--- config.mk ---
export PLATFORM = sky130hd
export DESIGN_NAME = fifo_word_packer
export DESIGN_NICKNAME = d
export VERILOG_FILES = /design/src/rtl/fifo_word_packer.sv
export SDC_FILE = /design/constraint.sdc
export NUM_CORES = 1
export LEC_CHECK = 0
export ABC_AREA = 1
export CORE_MARGIN = 1
export CORE_UTILIZATION = 50
export DETAILED_ROUTE_END_ITERATION = 8
export PLACE_DENSITY = 0.87
export RECOVER_POWER = 50
export SETUP_SLACK_MARGIN = 0.2
export SLEW_MARGIN = 20
export SYNTH_ARGS = -nofsm -noshare
export SYNTH_HDL_FRONTEND = slang
export SYNTH_SLANG_ARGS = --single-unit
--- constraint.sdc ---
create_clock -name rclk -period 6.6 [get_ports rclk]
set_input_delay 1.98 -clock rclk [delete_from_list [all_inputs] [get_ports rclk]]
set_output_delay 1.98 -clock rclk [all_outputs]
set_load 0.01 [all_outputs]
--- src/rtl/fifo_word_packer.sv ---
`default_nettype none
// ============================================================================
// Module   : fifo_word_packer
// Purpose  : Pops DATA_WIDTH-wide elements from a show-ahead async FIFO and
//            packs PACK of them into one little-endian output word (lane 0 is
//            the first element popped). A flush request emits a partially
//            filled word with a lane-valid mask. The output is a single
//            register slot with valid/ready handshake.
// Revision : 1.0  initial release
// ----------------------------------------------------------------------------
// Ports
//   rclk        in   read-domain clock, all state changes on rising edge
//   rrst        in   asynchronous active-high reset
//   fifo_data   in   head element of upstream FIFO (valid when !fifo_empty)
//   fifo_empty  in   upstream FIFO empty flag
//   fifo_r_en   out  pop request (combinational)
//   flush       in   single-cycle request to emit a partial word
//   out_data    out  packed word, lane 0 in the low bits
//   out_keep    out  lane-valid mask for out_data
//   out_valid   out  output slot holds a word
//   out_ready   in   downstream accepts when out_valid && out_ready
//   flush_busy  out  high while the flush state is active
//   word_count  out  number of accepted words, wraps at 16 bits
// ============================================================================
module fifo_word_packer #(
  parameter int DATA_WIDTH = 8,
  parameter int PACK       = 4
) (
  input  logic                       rclk,
  input  logic                       rrst,
  input  logic [DATA_WIDTH-1:0]      fifo_data,
  input  logic                       fifo_empty,
  output logic                       fifo_r_en,
  input  logic                       flush,
  output logic [DATA_WIDTH*PACK-1:0] out_data,
  output logic [PACK-1:0]            out_keep,
  output logic                       out_valid,
  input  logic                       out_ready,
  output logic                       flush_busy,
  output logic [15:0]                word_count
);

  localparam int             c_CW   = (PACK > 1) ? $clog2(PACK) : 1;
  localparam logic [c_CW-1:0] c_LAST = c_CW'(PACK - 1);
  localparam logic [c_CW-1:0] c_ONE  = c_CW'(1);
  localparam int             c_AW   = DATA_WIDTH * (PACK - 1);

  typedef enum logic [0:0] {
    S_FILL  = 1'b0,
    S_FLUSH = 1'b1
  } state_t;

  state_t                      r_state, w_nxt_state;
  logic [c_CW-1:0]             r_cnt, w_nxt_cnt;
  logic [c_AW-1:0]             r_acc, w_nxt_acc;
  logic [DATA_WIDTH*PACK-1:0]  r_out_data, w_nxt_data;
  logic [PACK-1:0]             r_out_keep, w_nxt_keep;
  logic                        r_out_valid, w_nxt_valid;
  logic [15:0]                 r_word_count;

  logic w_stall;
  logic w_pop;
  logic w_accept;

  // The final lane may only be popped if the output slot is free or is being
  // emptied on this same edge; otherwise the word in the slot would be lost.
  assign w_stall  = (r_cnt == c_LAST) && r_out_valid && !out_ready;
  assign w_pop    = !rrst && (r_state == S_FILL) && !fifo_empty && !w_stall;
  assign w_accept = r_out_valid && out_ready;

  assign fifo_r_en  = w_pop;
  assign out_data   = r_out_data;
  assign out_keep   = r_out_keep;
  assign out_valid  = r_out_valid;
  assign flush_busy = (r_state == S_FLUSH);
  assign word_count = r_word_count;

  always_ff @(posedge rclk or posedge rrst) begin
    if (rrst) begin
      r_state      <= S_FILL;
      r_cnt        <= '0;
      r_acc        <= '0;
      r_out_data   <= '0;
      r_out_keep   <= '0;
      r_out_valid  <= 1'b0;
      r_word_count <= '0;
    end else begin
      r_state     <= w_nxt_state;
      r_cnt       <= w_nxt_cnt;
      r_acc       <= w_nxt_acc;
      r_out_data  <= w_nxt_data;
      r_out_keep  <= w_nxt_keep;
      r_out_valid <= w_nxt_valid;
      if (w_accept) begin
        r_word_count <= r_word_count + 16'd1;
      end
    end
  end

  always_comb begin
    w_nxt_state = r_state;
    w_nxt_cnt   = r_cnt;
    w_nxt_acc   = r_acc;
    w_nxt_data  = r_out_data;
    w_nxt_keep  = r_out_keep;
    // A word loaded below overrides this, keeping back-to-back words bubble-free.
    w_nxt_valid = r_out_valid && !w_accept;

    case (r_state)
      S_FILL: begin
        if (w_pop) begin
          if (r_cnt == c_LAST) begin
            w_nxt_data  = {fifo_data, r_acc};
            w_nxt_keep  = '1;
            w_nxt_valid = 1'b1;
            w_nxt_cnt   = '0;
          end else begin
            for (int i = 0; i < PACK - 1; i++) begin
              if (int'(r_cnt) == i) begin
                w_nxt_acc[i*DATA_WIDTH +: DATA_WIDTH] = fifo_data;
              end
            end
            w_nxt_cnt = r_cnt + c_ONE;
          end
        end
        // A pop taken in the same cycle is already folded into the counters
        // above, so the flush that follows includes it.
        if (flush) begin
          w_nxt_state = S_FLUSH;
        end
      end

      S_FLUSH: begin
        if (r_cnt == '0) begin
          w_nxt_state = S_FILL;
        end else if (!r_out_valid || out_ready) begin
          w_nxt_data = '0;
          w_nxt_keep = '0;
          for (int i = 0; i < PACK - 1; i++) begin
            if (i < int'(r_cnt)) begin
              w_nxt_data[i*DATA_WIDTH +: DATA_WIDTH] = r_acc[i*DATA_WIDTH +: DATA_WIDTH];
              w_nxt_keep[i] = 1'b1;
            end
          end
          w_nxt_valid = 1'b1;
          w_nxt_cnt   = '0;
          w_nxt_state = S_FILL;
        end
      end

      default: begin
        w_nxt_state = S_FILL;
      end
    endcase
  end

endmodule
`default_nettype wire

==> flow_summary.json, run 1 <==
{
  "status": "complete, but fails checks",
  "violations": "capacitance limit, slew limit",
  "clkPwrFrac_pct": 22.8,
  "yosys_warnings": 0,
  "reg2reg_to": "out_keep[1]$_DFFE_PP0P_",
  "dieWidth_um": 87.0,
  "worstRegToRegCells": 5,
  "ant_nets": 0,
  "syn_area_per_cell_um2": 8.69,
  "crit_path_cell_trace": "dlygate4sd3_1, nor3_1, nand2_2, inv_1, clkdlybuf4s50_1",
  "worstPathArrival_ns": 3.83,
  "critPathLaunchType": "input port",
  "die_y_um": 87.0,
  "reg2reg_from": "flush_busy$_DFF_PP0_",
  "p_leak_nw": 2.28,
  "dieArea_um2": 7580,
  "finalPower_mw": 1.75,
  "clock_skew_ns": 0.0120,
  "max_freq_mhz": 172,
  "required_ns": 4.62,
  "crit_fanout": 5,
  "yosysSeqAreaShare_pct": 55.4,
  "pwr_density_cell_nw_per_um2": 386,
  "areaGrowthSynthToFinish_pct": 25.2,
  "min_from": "out_data[4]$_DFFE_PP0P_",
  "dr.pass1.iters": 4,
  "nNetsFinal": 498,
  "vias": 3015,
  "drive_gt1_share_pct": 4.75,
  "worstMarginPinSlew_ns": 2.33,
  "via_per_inst": 5.20,
  "clock_sinks": 80,
  "max-slew-margin-rel_pct": -56.1,
  "hold_buffers": 0,
  "routedWlPerCell_um": 13.7,
  "root_buffer": "clkbuf_8",
  "antenna_found_initial": 0,
  "finalMaxSlewViolations": 57,
  "min_period_ns": 5.81,
  "synth_seq_cells": 80,
  "setup_violations": 0,
  "start_util_pct": 52.4,
  "hold_slack_ns": 0.473,
  "core-area_um2": 6910,
  "critPathTopFamily": "buffers and inverters",
  "worstHoldPathType": "reg -> reg",
  "hold_violations": 0,
  "cts_tree": "done",
  "worstSkewPairLatency_ns": 0.35,
  "finalNonFillerCells": 580,
  "gp_congestion": 0.867,
  "grt_pass1_wl_mm": 13.4,
  "drv_cap": 1,
  "ir_worst_vdd_mv": 0.177,
  "crit_buf_inv": 3,
  "period_share_pct": 88.0,
  "post-place-cells": 564,
  "cts_setup_buffers": 0,
  "p_sw_uw": 604,
  "wl_mm": 7.97,
  "p_seq_share_pct": 43.9,
  "fin_util_pct": 65.6,
  "numPortBuffers": 67,
  "syn_area_um2": 3620,
  "rows": 30,
  "hold_depth": 2,
  "p_int_mw": 1.14,
  "p_comb_share_pct": 33.3,
  "crit_path_end_kind": "primary output",
  "r2r_setup_slack_ns": 3.98,
  "grt_pass1_vias": 2822,
  "rsz0062_at_grt": "false",
  "setup_tns_ns": 0,
  "cp_slowest_cell": "dlygate4sd3_1",
  "grt_usage_pct": 23.3,
  "critPathKind": "in -> out",
  "cts.clk_slew.worst_paths_ns": 0.07,
  "grt_max_degree": 57,
  "synth_cell_type_count": 24,
  "cts_resized": 0,
  "drc_errors": 0,
  "h-tree-depth": 3,
  "synthCells": 416,
  "syn-num-nets": 435,
  "switching_share_pct": 34.6,
  "cp_slowest_stage_delay_ns": 0.56,
  "antenna_cells": 0,
  "cts_buffers": 9,
  "min_to": "out_data[4]$_DFFE_PP0P_",
  "hpwl_mm": 5.52,
  "gr-total-overflow": 0,
  "clock_path_buffers": 2,
  "io_pins": 68,
  "drtIter0Drc": 215
}
worst max path at each step:
stage,cells after the start,endpoint,start
after CTS,5,fifo_r_en,rrst
after global routing,5,fifo_r_en,rrst
after global placement,5,fifo_r_en,rrst
final,5,fifo_r_en,rrst
after floorplan,4,fifo_r_en,out_ready
after detailed placement,5,fifo_r_en,rrst
power by group through the flow:
stage	Sequential [mW]	Combinational [mW]	Clock [mW]
5_1_grt	0.785	0.657	0.425
2_1_floorplan	0.790	0.302	0
4_1_cts	0.767	0.598	0.403
6_report	0.767	0.581	0.398
3_5_place_dp	0.774	0.595	0
3_3_place_gp	0.766	0.571	0
state kept, by name (all words and copies together) (netlist names):
| register | flops |
|---|---|
| out_valid | 1 |
| r_cnt | 2 |
| flush_busy | 1 |
| out_keep | 4 |
| out_data | 32 |
| r_acc | 24 |
| word_count | 16 |
per-stage QoR:
step	worst slack (ns)	cell area [um^2]
after CTS	1.10	4540
after detailed placement	1.10	4320
after floorplan	2.14	3620
final	0.795	4530
after global placement	1.20	4320
after global routing	0.647	4530
worst min-delay path, cell delays in order, from the launching register on:
cell and delay, ns:
dfrtp_1 0.35, nand2_1 0.05, nand2_1 0.04
layout make-up:
cell class,instances,area (um^2)
multi-input combinational,272,1320
clock buffer,12,145
fill,561,2380
sequential,80,2000
timing repair buffer,69,682
clock inverter,4,77.6
tap,96,120
inverter,47,178
cells in the final DEF, fill, tap and decap left out, types with 2 or more instances in the layout:
master	n
bufinv_16	2
clkbuf_1	3
clkbuf_8	10
clkdlybuf4s50_1	51
clkinv_4	2
dfrtp_1	80
dlygate4sd3_1	16
ha_1	6
inv_1	45
nand2_1	128
nand3_1	10
nand4_1	36
nor2_1	38
nor2_2	2
nor3_1	6
o21ai_0	29
xnor2_1	5
xor2_1	5
kinds of logic after synthesis:
family	Yosys count	share of synthesized area, %
compound gates	31	4.60
fa+ha+maj	6	2.08
flops	80	55.4
simple gates	225	27.8
buf+inv	64	7.72
xor+xnor	10	2.42
cell usage after synthesis, drive strengths merged:
library cell | n | share of area [%]
inv | 46 | 4.8
nand2 | 130 | 14
clkinv | 1 | 0.10
nand4 | 36 | 6.2
nand3 | 11 | 1.9
dfrtp | 80 | 55
nand3b | 1 | 0.21
nor2 | 41 | 4.6
nor3 | 6 | 1.1
xnor2 | 5 | 1.2
o21ai | 29 | 4.0
a21oi | 2 | 0.59
ha | 6 | 2.1
clkbuf | 6 | 0.62
xor2 | 5 | 1.2
buf | 11 | 2.2
metal layers:
metal / routed length, um / global-route usage, % / vias up
met4: 140 / 10.6 / 0
met3: 423 / 4.55 / 14
li1: - / - / 1455
met2: 3790 / 37.2 / 94
met1: 3610 / 31.0 / 1452
met5: 0 / 0 / -
(Power assumes the default switching activity.)
==> inputs of run 2 (changes only) <==
--- a/config.mk
+++ b/config.mk
@@ -9,7 +9,7 @@
 export CORE_MARGIN = 1
 export CORE_UTILIZATION = 50
 export DETAILED_ROUTE_END_ITERATION = 8
-export PLACE_DENSITY = 0.87
+export PLACE_DENSITY = 0.77
 export RECOVER_POWER = 50
 export SETUP_SLACK_MARGIN = 0.2
 export SLEW_MARGIN = 20
==> flow_summary.json, run 2 (synthesis gave the netlist of run 1 again) <==
{
  "hold_buffers": 0,
  "vias": 2968,
  "hold_violations": 0,
  "grt_pass1_vias": 2814,
  "areaGrowthSynthToFinish_pct": 24.6,
  "ant_nets": 0,
  "dr.pass1.iters": 4,
  "cts_tree": "done",
  "die_y_um": 87.0,
  "worstHoldPathType": "reg -> reg",
  "crit_fanout": 5,
  "grt_max_degree": 43,
  "rsz0062_at_grt": "false",
  "h-tree-depth": 3,
  "finalNonFillerCells": 580,
  "drc_errors": 0,
  "clock_path_buffers": 2,
  "status": "completed",
  "hpwl_mm": 5.34,
  "met1Wirelength_mm": 3.61,
  "worstPathArrival_ns": 3.84,
  "via_per_inst": 5.12,
  "cp_slowest_stage_delay_ns": 0.55,
  "cts_setup_buffers": 0,
  "antenna_cells": 0,
  "routedWlPerCell_um": 13.7,
  "final_cell_mix": "128 x nand2_1, 80 x dfrtp_1, 46 x inv_1",
  "clock_skew_ns": 0.00936,
  "pwr_density_cell_nw_per_um2": 373,
  "numPortBuffers": 67,
  "drv_cap": 0,
  "cts_resized": 0,
  "cts.clk_slew.worst_paths_ns": 0.07,
  "gr-total-overflow": 0,
  "start_util_pct": 52.4,
  "min_period_ns": 5.82,
  "worstMarginPinSlew_ns": 1.45,
  "crit_path_cell_trace": "dlygate4sd3_1, nor3_1, nand2_2, inv_1, clkdlybuf4s50_1",
  "dieArea_um2": 7580,
  "clock_sinks": 80,
  "setup_tns_ns": 0,
  "place_area_um2": 4320,
  "grt_usage_pct": 23.6,
  "cts_buffers": 9,
  "required_ns": 4.62,
  "critPathKind": "in -> out",
  "core-area_um2": 6910,
  "period_share_pct": 88.2,
  "route.met2.wl_mm": 3.83,
  "cp_slowest_cell": "dlygate4sd3_1",
  "dieWidth_um": 87.0,
  "largest_reg_flops": 32,
  "antenna_found_initial": 0,
  "routed-wl-met3_um": 374,
  "p_leak_nw": 2.33,
  "max-slew-margin-rel_pct": 2.97,
  "drive_gt1_share_pct": 4.96,
  "gp_congestion": 0.793,
  "grt_pass1_wl_mm": 13.5,
  "crit_path_end_kind": "primary output",
  "nNetsFinal": 498,
  "finalMaxSlewViolations": 0,
  "fin_area_um2": 4510,
  "max_freq_mhz": 172,
  "ir_worst_vdd_mv": 0.165,
  "io_pins": 68,
  "wl_mm": 7.94,
  "fillCellCount": 598,
  "root_buffer": "clkbuf_8",
  "critPathLaunchType": "input port",
  "rows": 30,
  "drtIter0Drc": 234,
  "setup_violations": 0,
  "finalPower_mw": 1.68,
  "layout_setup_ws_ns": 0.780,
  "top_layer": "met4",
  "worstSkewPairLatency_ns": 0.35,
  "dpl_worst_slack_ns": 1.14,
  "mostFrequentLayoutCell": "nand2_1",
  "post-place-cells": 564
}
-- run 2: cell types whose count changed in the layout (fill, tap and decap cells not counted), moves of 2 or more --
cell / before / now
dlygate4sd3_1: 16 / 45
clkdlybuf4s50_1: 51 / 22
clkinv_2: 0 / 2
clkbuf_1: 3 / 1
-- run 2: cell type report --
cell class | instances | area (um^2) | area share (%)
inverter | 47 | 176 | 3.92
clock inverter | 5 | 56.3 | 1.25
clock buffer | 11 | 141 | 3.14
tap | 96 | 120 | 2.67
sequential | 80 | 2000 | 44.4
timing repair buffer | 69 | 686 | 15.2
multi-input combinational | 272 | 1320 | 29.4
-- run 2: critical path: cells and delay by family --
family / cells / cell delay (ns)
AND/OR/NAND/NOR: 2 / 0.66
buffers and inverters: 3 / 1.21
-- run 2: stage by stage --
stage               utilization [%]  hold WS (ns)
floorplan                         -         0.453
global route                   65.2         0.485
detailed placement             62.5         0.458
CTS                            65.4         0.476
global placement               62.5         0.455
finish                         65.2         0.468
-- run 2: final timing paths --
| check | start | to | slack, ns | cells past startpoint |
|---|---|---|---|---|
| hold / removal | out_data[27]$_DFFE_PP0P_ | out_data[27]$_DFFE_PP0P_ | 0.47 | 2 |
| min in group asynchronous | rrst | word_count[0]$_DFFE_PP0P_ | 2.53 | 2 |
| hold reg to reg | out_data[27]$_DFFE_PP0P_ | out_data[27]$_DFFE_PP0P_ | 0.47 | 2 |
| max in group asynchronous | rrst | r_cnt[0]$_DFFE_PP0P_ | 2.82 | 3 |
| setup reg to reg | flush_busy$_DFF_PP0_ | out_data[28]$_DFFE_PP0P_ | 3.97 | 6 |
| setup / recovery | rrst | fifo_r_en | 0.78 | 5 |
-- run 2: per-layer routing --
metal,global-route usage [%],up-vias
met4,9.24,0
met3,3.89,10
li1,-,1450
met5,0,-
met1,32.9,1426
met2,37.0,82
-- run 2: power by group --
part | internal [mW] | total [mW] | switching (mW)
Combinational | 0.246 | 0.566 | 0.320
Clock | 0.185 | 0.358 | 0.173
Sequential | 0.652 | 0.757 | 0.104
Total | 1.08 | 1.68 | 0.598
==> inputs of run 3 (changes only) <==
--- a/config.mk
+++ b/config.mk
@@ -12,7 +12,6 @@
 export PLACE_DENSITY = 0.77
 export RECOVER_POWER = 50
 export SETUP_SLACK_MARGIN = 0.2
-export SLEW_MARGIN = 20
 export SYNTH_ARGS = -nofsm -noshare
 export SYNTH_HDL_FRONTEND = slang
 export SYNTH_SLANG_ARGS = --single-unit
==> results of run 3 <==
Final layout, timing and power as in run 2 (identical DEF).
